<file path="src/rtl/regfile_sb_if.sv">
// regfile_sb_if: decode-side alloc handshake and write-back bus for regfile_sb.
interface regfile_sb_if #(
  parameter int unsigned XLEN  = 32,
  parameter int unsigned NREGS = 32
);
  localparam int unsigned AW = $clog2(NREGS);

  logic            alloc_valid;
  logic [AW-1:0]   alloc_addr;
  logic            alloc_ready;
  logic            wb_valid;
  logic [AW-1:0]   wb_addr;
  logic [XLEN-1:0] wb_data;
  logic            wb_is_load;
  logic [2:0]      wb_funct3;
  logic [2:0]      wb_byte_off;
  logic [XLEN-1:0] mem_data;

  modport master (
    output alloc_valid, alloc_addr, wb_valid, wb_addr, wb_data,
           wb_is_load, wb_funct3, wb_byte_off, mem_data,
    input  alloc_ready
  );

  modport slave (
    input  alloc_valid, alloc_addr, wb_valid, wb_addr, wb_data,
           wb_is_load, wb_funct3, wb_byte_off, mem_data,
    output alloc_ready
  );
endinterface

</file>
<file path="src/rtl/regfile_sb.sv">
// regfile_sb: integer register file with pending-write scoreboard and load extract/extend on write-back.
// Define REGFILE_SB_BYPASS_EN to forward same-cycle write-back values to the read ports.
module regfile_sb #(
  parameter  int unsigned XLEN  = 32,
  parameter  int unsigned NREGS = 32,
  parameter  int unsigned CNTW  = 6,
  localparam int unsigned AW    = $clog2(NREGS)
) (
  input  logic            clk,
  input  logic            reset,
  regfile_sb_if.slave     bus,
  input  logic [AW-1:0]   rd_addr1,
  input  logic [AW-1:0]   rd_addr2,
  output logic [XLEN-1:0] rd_data1,
  output logic [XLEN-1:0] rd_data2,
  output logic            rd_busy1,
  output logic            rd_busy2,
  output logic            load_err,
  output logic [CNTW-1:0] pending_cnt
);

  logic [XLEN-1:0]  regs [NREGS];
  logic [NREGS-1:0] busy;

  logic [63:0]      mem64;
  logic [7:0]       ld_b;
  logic [15:0]      ld_h;
  logic [31:0]      ld_w;
  logic [XLEN-1:0]  ld_value;
  logic             load_illegal;
  logic [XLEN-1:0]  wb_value;
  logic             wb_hit;
  logic             wb_write;
  logic             alloc_ready;
  logic             alloc_acc;
  logic             cnt_inc;
  logic             cnt_dec;

  // Padding to 64 bits keeps every slice in range at XLEN=32; offsets that
  // reach the padding are flagged misaligned and never written.
  assign mem64 = 64'(bus.mem_data);
  assign ld_b  = mem64[{bus.wb_byte_off, 3'b000} +: 8];
  assign ld_h  = mem64[{bus.wb_byte_off[2:1], 4'b0000} +: 16];
  assign ld_w  = mem64[{bus.wb_byte_off[2], 5'b00000} +: 32];

  always_comb begin
    load_illegal = 1'b0;
    ld_value     = '0;
    case (bus.wb_funct3)
      3'b000: ld_value = XLEN'($signed(ld_b));
      3'b100: ld_value = XLEN'(ld_b);
      3'b001: begin
        ld_value     = XLEN'($signed(ld_h));
        load_illegal = bus.wb_byte_off[0];
      end
      3'b101: begin
        ld_value     = XLEN'(ld_h);
        load_illegal = bus.wb_byte_off[0];
      end
      3'b010: begin
        ld_value     = XLEN'($signed(ld_w));
        load_illegal = (bus.wb_byte_off[1:0] != 2'b00);
      end
      3'b110: begin
        ld_value     = XLEN'(ld_w);
        load_illegal = (bus.wb_byte_off[1:0] != 2'b00) || (XLEN == 32);
      end
      3'b011: begin
        ld_value     = bus.mem_data;
        load_illegal = (bus.wb_byte_off != 3'b000) || (XLEN == 32);
      end
      default: load_illegal = 1'b1;
    endcase
    if ((XLEN == 32) && bus.wb_byte_off[2])
      load_illegal = 1'b1;
  end

  assign wb_value    = bus.wb_is_load ? ld_value : bus.wb_data;
  assign wb_hit      = bus.wb_valid && (bus.wb_addr != '0);
  assign wb_write    = wb_hit && !(bus.wb_is_load && load_illegal);

  assign alloc_ready     = !busy[bus.alloc_addr] ||
                           (bus.wb_valid && (bus.wb_addr == bus.alloc_addr));
  assign bus.alloc_ready = alloc_ready;
  assign alloc_acc       = bus.alloc_valid && alloc_ready && (bus.alloc_addr != '0);

  // A re-reservation of a register being written back leaves it busy, so
  // neither the increment nor the decrement applies.
  assign cnt_inc = alloc_acc && !busy[bus.alloc_addr];
  assign cnt_dec = wb_hit && busy[bus.wb_addr] &&
                   !(alloc_acc && (bus.alloc_addr == bus.wb_addr));

  always_ff @(posedge clk or posedge reset) begin
    if (reset) begin
      for (int unsigned i = 0; i < NREGS; i++)
        regs[i] <= '0;
    end else if (wb_write) begin
      regs[bus.wb_addr] <= wb_value;
    end
  end

  always_ff @(posedge clk or posedge reset) begin
    if (reset) begin
      busy        <= '0;
      load_err    <= 1'b0;
      pending_cnt <= '0;
    end else begin
      if (wb_hit)
        busy[bus.wb_addr] <= 1'b0;
      if (alloc_acc)
        busy[bus.alloc_addr] <= 1'b1;
      load_err <= bus.wb_valid && bus.wb_is_load && load_illegal;
      case ({cnt_inc, cnt_dec})
        2'b10:   pending_cnt <= pending_cnt + CNTW'(1);
        2'b01:   pending_cnt <= pending_cnt - CNTW'(1);
        default: pending_cnt <= pending_cnt;
      endcase
    end
  end

  always_comb begin
    rd_data1 = (rd_addr1 == '0) ? '0 : regs[rd_addr1];
    rd_data2 = (rd_addr2 == '0) ? '0 : regs[rd_addr2];
    rd_busy1 = busy[rd_addr1];
    rd_busy2 = busy[rd_addr2];
`ifdef REGFILE_SB_BYPASS_EN
    if (wb_hit && (bus.wb_addr == rd_addr1)) begin
      if (wb_write)
        rd_data1 = wb_value;
      rd_busy1 = alloc_acc && (bus.alloc_addr == rd_addr1);
    end
    if (wb_hit && (bus.wb_addr == rd_addr2)) begin
      if (wb_write)
        rd_data2 = wb_value;
      rd_busy2 = alloc_acc && (bus.alloc_addr == rd_addr2);
    end
`endif
  end

endmodule

</file>
<file path="src/flat_wrapper.sv">
// flat-port wrapper written by rule: the top's interface ports become plain ports
module regfile_sb_flat 
#(
  parameter  int unsigned XLEN  = 32,
  parameter  int unsigned NREGS = 32,
  parameter  int unsigned CNTW  = 6,
  localparam int unsigned AW    = $clog2(NREGS)
)
  (clk, reset, rd_addr1, rd_addr2, rd_data1, rd_data2, rd_busy1, rd_busy2, load_err, pending_cnt, bus_alloc_valid, bus_alloc_addr, bus_wb_valid, bus_wb_addr, bus_wb_data, bus_wb_is_load, bus_wb_funct3, bus_wb_byte_off, bus_mem_data, bus_alloc_ready);
  regfile_sb_if #(.XLEN(XLEN), .NREGS(NREGS)) bus_i ();
  input  logic clk;
  input  logic reset;
  input  logic [AW-1:0] rd_addr1;
  input  logic [AW-1:0] rd_addr2;
  output logic [XLEN-1:0] rd_data1;
  output logic [XLEN-1:0] rd_data2;
  output logic rd_busy1;
  output logic rd_busy2;
  output logic load_err;
  output logic [CNTW-1:0] pending_cnt;
  input wire logic [$bits(bus_i.alloc_valid)-1:0] bus_alloc_valid;
  input wire logic [$bits(bus_i.alloc_addr)-1:0] bus_alloc_addr;
  input wire logic [$bits(bus_i.wb_valid)-1:0] bus_wb_valid;
  input wire logic [$bits(bus_i.wb_addr)-1:0] bus_wb_addr;
  input wire logic [$bits(bus_i.wb_data)-1:0] bus_wb_data;
  input wire logic [$bits(bus_i.wb_is_load)-1:0] bus_wb_is_load;
  input wire logic [$bits(bus_i.wb_funct3)-1:0] bus_wb_funct3;
  input wire logic [$bits(bus_i.wb_byte_off)-1:0] bus_wb_byte_off;
  input wire logic [$bits(bus_i.mem_data)-1:0] bus_mem_data;
  output wire logic [$bits(bus_i.alloc_ready)-1:0] bus_alloc_ready;
  assign bus_i.alloc_valid = bus_alloc_valid;
  assign bus_i.alloc_addr = bus_alloc_addr;
  assign bus_i.wb_valid = bus_wb_valid;
  assign bus_i.wb_addr = bus_wb_addr;
  assign bus_i.wb_data = bus_wb_data;
  assign bus_i.wb_is_load = bus_wb_is_load;
  assign bus_i.wb_funct3 = bus_wb_funct3;
  assign bus_i.wb_byte_off = bus_wb_byte_off;
  assign bus_i.mem_data = bus_mem_data;
  assign bus_alloc_ready = bus_i.alloc_ready;
  regfile_sb #(.XLEN(XLEN), .NREGS(NREGS), .CNTW(CNTW)) u_core (.clk(clk), .reset(reset), .bus(bus_i), .rd_addr1(rd_addr1), .rd_addr2(rd_addr2), .rd_data1(rd_data1), .rd_data2(rd_data2), .rd_busy1(rd_busy1), .rd_busy2(rd_busy2), .load_err(load_err), .pending_cnt(pending_cnt));
endmodule
</file>
<file path="config.mk">
export PLATFORM = sky130hd
export DESIGN_NAME = regfile_sb_flat
export DESIGN_NICKNAME = d
export VERILOG_FILES = /design/src/rtl/regfile_sb_if.sv /design/src/rtl/regfile_sb.sv /design/src/flat_wrapper.sv
export SDC_FILE = /design/constraint.sdc
export NUM_CORES = 2
export LEC_CHECK = 0
export ABC_AREA = 1
export CORE_ASPECT_RATIO = 1.4
export CORE_MARGIN = 5
export CORE_UTILIZATION = 25
export DETAILED_ROUTE_END_ITERATION = 10
export GPL_TIMING_DRIVEN = 0
export PLACE_DENSITY_LB_ADDON = 0.15
export REMOVE_ABC_BUFFERS = 1
export SYNTH_ARGS = -nofsm -noshare
export SYNTH_HDL_FRONTEND = slang
export SYNTH_SLANG_ARGS = --single-unit
</file>
<file path="constraint.sdc">
create_clock -name clk -period 59.3 [get_ports clk]
set_clock_uncertainty 0.1 [all_clocks]
set_input_delay 11.86 -clock clk [delete_from_list [all_inputs] [get_ports clk]]
set_output_delay 11.86 -clock clk [all_outputs]
set_load 0.01 [all_outputs]
</file>
-- After elaboration in Yosys (flattened, before gate mapping)
Index checks and enable logic that the tools add are counted.
- flip-flop bits (word level): 1063
- $add $sub $neg: 2
- magnitude comparators: 10
- equal/unequal tests: 10
- shift-type cells: 3
- muxes and demuxes: 30
- bitwise gates (word level): 6
- reductions and logical operators: 29
- operator list (cell ; count):
    $bwmux 1024 ; 1
    $bmux 32 s5 ; 2
    $mux 32 ; 10
    $pmux 32 s6 ; 1
    $demux 32 s5 ; 1
    $shiftx 64x7->16 ; 1
    $shiftx 64x7->32 ; 1
    $shiftx 64x7->8 ; 1
    $and 32x32->32 ; 1
    $not 32->32 ; 1
    $or 32x32->32 ; 1
    $lt 5x6->1 const B ; 4
    $bmux 1 s5 ; 4
    $ge 6x6->1 const B ; 3
    $not 5->6 ; 3
    $logic_and 1x1->1 ; 15
    $pmux 6 s2 ; 1
    $demux 1 s5 ; 2
    $eq 5x5->1 ; 2
    $ge 5x1->1 const B ; 2
    $logic_not 5->1 ; 2
    $reduce_bool 5->1 ; 2
    $eq 3x3->1 const B ; 3
    $mux 1 ; 7
    other kinds (13) ; 19

-- Depth between registers and ports, before layout
- depth after elaboration: 11
- depth in mapped cells: 25
- depth with buffers taken out: 23

-- Worst setup path after synthesis
Ideal clock, no wire load.
- kind: input to output
- start point: input rd_addr2[0]
- end point: output rd_data2[23]
- data arrival time: 13.427 ns
- slack: 33.913 ns
- cell stages on the path: 11
- cell sequence: buf_2 clkinv_1 buf_2 clkbuf_1 clkbuf_1 nor2_1 o221ai_1 nand3_1 nand3_1 nand2_1 nor2_1
- longest elaborated chain between the ends: 5
- ends and longest elaborated chain (item ; line ; text):
    start: declaration ; flat_wrapper.sv:14 ; input logic [AW-1:0] rd_addr2;
    $not 5->6 (not written as such) ; regfile_sb.sv:123 ; rd_data2 = (rd_addr2 == '0) ? '0 : regs[rd_addr2];
    $bmux 32 s5 ; regfile_sb.sv:123 ;
    $mux 32 (not written as such) (2 in series) ; regfile_sb.sv:123 ;
    $mux 32 (*) ; regfile_sb.sv:123 ;
    end: declaration ; flat_wrapper.sv:16 ; output logic [XLEN-1:0] rd_data2;
Every way passes the cells marked *; elsewhere a longest branch is shown, timed or not. The select of a mux whose other input is x is not followed.

-- Worst setup path after layout
- start point: input rd_addr1[0]
- end point: output rd_data1[20]
- longest elaborated chain between the ends: 5
- ends and longest elaborated chain (item ; line ; text):
    start: declaration ; flat_wrapper.sv:13 ; input logic [AW-1:0] rd_addr1;
    $not 5->6 (not written as such) ; regfile_sb.sv:122 ; rd_data1 = (rd_addr1 == '0) ? '0 : regs[rd_addr1];
    $bmux 32 s5 ; regfile_sb.sv:122 ;
    $mux 32 (not written as such) (2 in series) ; regfile_sb.sv:122 ;
    $mux 32 (*) ; regfile_sb.sv:122 ;
    end: declaration ; flat_wrapper.sv:15 ; output logic [XLEN-1:0] rd_data1;
Marked as above.

==> flow_summary_export.csv <==
group,metric,value,unit
status,status,"finished, final reports clean",
placement,dp.cells,10590,
power,worst_ir_drop_vdd,0.02548,mV
placement,buffer_ports.inserted,168,
timing,timing.final.crit_period,28500,ps
logic_synthesis,yosys.area.top_type,"sky130_fd_sc_hd__dfrtp_1",
clocking,cts_inserted_buffers,121,
cells_and_area,num-nets-final,7730,
drt,final_antenna_net_count,0,
logic_synthesis,ys_seq_elements,1063,
worst_setup_path,critical-path-top-cell-by-count,"sky130_fd_sc_hd__buf_16",
worst_setup_path,critical_path_buf_inv_count,8,
drt,drt_iter0_drc,6637,
clocking,tritoncts,"yes",
drt,drt_pass1_iterations,6,
worst_setup_path,timing.critical_path.to_type,"output port",
worst_setup_path,worstSetupStartpointType,"primary input",
floorplanning,initial_utilization,25.14,%
timing,slew_violations,0,
drt,detail_route.vias_per_cell,5.428,
power,power.static_leakage,29.41,nW
floorplanning,num_rows,211,
worst_setup_path,worstPathCellList,"buf_8 > buf_16 > buf_16 > inv_8 > buf_16 > buf_16 > buf_16 > o21ai_0 > o211ai_1 > nand3_1 > nand2_1 > a21oi_1 > nor2_1 > clkdlybuf4s50_1",
logic_synthesis,synth_top_cell_area_share,44.83,%
global_route,gr-total-overflow,0,
floorplanning,die_h,586.4,µm
clocking,cts.path.max_buffers,3,
drt,drc,0,
worst_setup_path,critPathSlowestCell,"sky130_fd_sc_hd__clkdlybuf4s50_1",
cells_and_area,final_layout_size_suffix_gt1_share,5.518,%
global_route,grt_use_total,21.85,%
worst_setup_path,cpPeakStageDelay,680,ps
placement,post-dp-hpwl,153900,µm
global_route,first_pass_grt_wire_length,405500,µm
logic_synthesis,avgSynthCellArea,7.389,µm²
logic_synthesis,netlist_top_cells_area,"sky130_fd_sc_hd__dfrtp_1 45%, sky130_fd_sc_hd__o21ai_0 15%, sky130_fd_sc_hd__nand2_1 11%",
clocking,clock_insertion_delay_worst_skew,780,ps
run,cap_violations,0,
timing,finalCritPeriodShare,48.06,%
cells_and_area,areaGrowthSynthToFinish,15.96,%
logic_synthesis,synthesis.area,59330,µm²
timing,finalSetupViolations,0,
clocking,post_cts_hold_buffer_count,0,
global_route,initial_antenna_violation_count,4,
floorplanning,die_x,421.7,µm
clocking,cts.htree.levels,3,
global_route,vias_in_the_first_global_route,57730,
power,finalPower,2.093,mW
worst_setup_path,cp_max_fo,126,
worst_setup_path,worst-setup-path-type,"in -> out",
hold_path,hold_path.class,"reg -> reg",
timing,grt_setup_unrepaired,"false",
timing,max_slew_margin,5.158,%
timing,hold_violations,0,
logic_synthesis,yosys.cell_types.count,45,
drt,totalWireLength,280300,µm
worst_setup_path,timing.critical_path.required,47340,ps
worst_setup_path,flop2flop_setup_slack,55440,ps
floorplanning,design.die.area,247300,µm²
floorplanning,fp.coreArea,236000,µm²
worst_setup_path,cp.arrival,16540,ps
worst_setup_path,cpLargestDelayFamily,"buffers and inverters",
drt,via_count,58690,
clocking,cts-resized-gates,0,
clocking,clock-sinks,1063,
timing,maxClockFrequency,35.09,MHz
clocking,post_cts_repair_timing_setup_buffer_count,0,
clocking,path_clk_slew,60,ps
floorplanning,i_o_pins,169,
power,pwr_density_cell,30.43,nW/µm²
timing,timing_worst_slew_pin_value,1418,ps
logic_synthesis,synth.yosys.seq_area_share,44.83,%
placement,place.gp.congestion,0.8034,
clocking,cts.root.buffer_cell,"sky130_fd_sc_hd__clkbuf_16",
global_route,grt_start_max_net_pins,148,
logic_synthesis,syn-instance-count,8030,
logic_synthesis,yosysWarningCount,0,
cells_and_area,finish.cell_count_without_fillers,10810,
drt,drt-wirelength-per-cell,25.92,µm
## logic make-up after synthesis
| family | Yosys count | synth area share, % |
|---|---|---|
| xor+xnor | 8 | 0.1181 |
| fa+ha+maj | 6 | 0.1392 |
| mux | 22 | 0.3712 |
| simple gates | 3245 | 22.01 |
| compound gates | 2690 | 25.61 |
| flops | 1063 | 44.83 |
| buf+inv | 996 | 6.919 |
## cell usage in the layout, fill, tap and decap left out, types with 28 or more instances in the layout
cell type	instances
sky130_fd_sc_hd__o221ai_1	333
sky130_fd_sc_hd__nand4_1	33
sky130_fd_sc_hd__dfrtp_1	1063
sky130_fd_sc_hd__clkbuf_16	123
sky130_fd_sc_hd__a21oi_1	207
sky130_fd_sc_hd__o21ai_0	1780
sky130_fd_sc_hd__clkbuf_1	31
sky130_fd_sc_hd__a31oi_1	28
sky130_fd_sc_hd__clkdlybuf4s50_1	158
sky130_fd_sc_hd__inv_4	31
sky130_fd_sc_hd__o211ai_1	139
sky130_fd_sc_hd__buf_16	76
sky130_fd_sc_hd__nand3_1	301
sky130_fd_sc_hd__o21ai_1	141
sky130_fd_sc_hd__inv_1	150
sky130_fd_sc_hd__nand2_1	1802
sky130_fd_sc_hd__nor2_1	1031
sky130_fd_sc_hd__o22ai_1	42
## power by group
part / total (mW) / internal (mW) / switching (mW)
sequential: 0.897 / 0.823 / 0.0749
combinational: 0.391 / 0.138 / 0.253
clock: 0.805 / 0.469 / 0.335
total: 2.09 / 1.43 / 0.664
## synth_stat cells (all sizes together)
| library cell | number |
|---|---|
| xnor2 | 3 |
| or2 | 6 |
| xor2 | 5 |
| o22ai | 42 |
| nand2 | 1816 |
| o211ai | 139 |
| nor4 | 2 |
| o21ai | 1924 |
| nand3 | 303 |
| buf | 186 |
| ha | 5 |
| and3 | 1 |
| clkbuf | 613 |
| clkinv | 6 |
| nor3 | 35 |
| dfrtp | 1063 |
| fa | 1 |
| a21boi | 2 |
| a22oi | 12 |
| nand4 | 35 |
| o21a | 2 |
| inv | 191 |
| o221ai | 333 |
| nor2 | 1047 |
| a31oi | 28 |
| mux2i | 22 |
| a21oi | 208 |
## routing by layer
| metal | global-route usage (%) | part of all wire (%) |
|---|---|---|
| met5 | 0 | 0 |
| met4 | 8.802 | 4.4 |
| met3 | 3.399 | 7.3 |
| met2 | 36.31 | 46 |
| met1 | 28.52 | 42 |
## worst reg2reg max path, delay by kind of cell (launching register included)
| kind | cells | cell delay [ps] |
|---|---|---|
| fa+ha+maj | 2 | 630 |
| buf+inv | 1 | 40 |
| simple gates | 17 | 2240 |
| xor+xnor | 1 | 150 |
| compound gates | 1 | 160 |
| flops | 1 | 460 |
## metrics by stage
step | setup slack [ps] | hold WS, ps | TNS [ps] | area (µm²) | util, %
after floorplan | 17420 | 275.1 | 0 | 55970 | -
after global placement | -25930 | 286.9 | -1399310 | 61520 | 26.06
after detailed placement | 30620 | 289.0 | 0 | 64640 | 27.39
after CTS | 30610 | 303.9 | 0 | 68770 | 29.14
after global routing | 30470 | 308.8 | 0 | 68790 | 29.15
final | 30800 | 299.5 | 0 | 68800 | 29.15
## state kept, by name (all words and copies together), names as in the netlist
| register | count |
|---|---|
| u_core.load_err | 1 |
| u_core.busy | 32 |
| u_core.pending_cnt | 6 |
| u_core.regs | 1024 |
## cell type report
cell class	instances	area [µm²]
multi-input combinational	5971	28930
inverter	197	880.8
timing repair buffer	275	4385
sequential	1063	26600
clock buffer	178	3525
fill	25480	167200
tap	3088	3864
clock inverter	36	599.3
antenna	4	10.01
## worst paths after layout
check                                               from                                 to  cells past startpoint
min in group asynchronous                          reset       u_core.regs[615]$_DFFE_PP0P_                      2
setup / recovery                             rd_addr1[0]                       rd_data1[20]                     14
setup reg to reg               u_core.busy[11]$_DFF_PP0_  u_core.pending_cnt[5]$_DFFE_PP0P_                     22
max in group asynchronous                          reset       u_core.regs[925]$_DFFE_PP0P_                      5
hold / removal             u_core.regs[1019]$_DFFE_PP0P_      u_core.regs[1019]$_DFFE_PP0P_                      0
hold reg to reg            u_core.regs[1019]$_DFFE_PP0P_      u_core.regs[1019]$_DFFE_PP0P_                      0
Note: power is estimated with default switching activity, not from simulation.
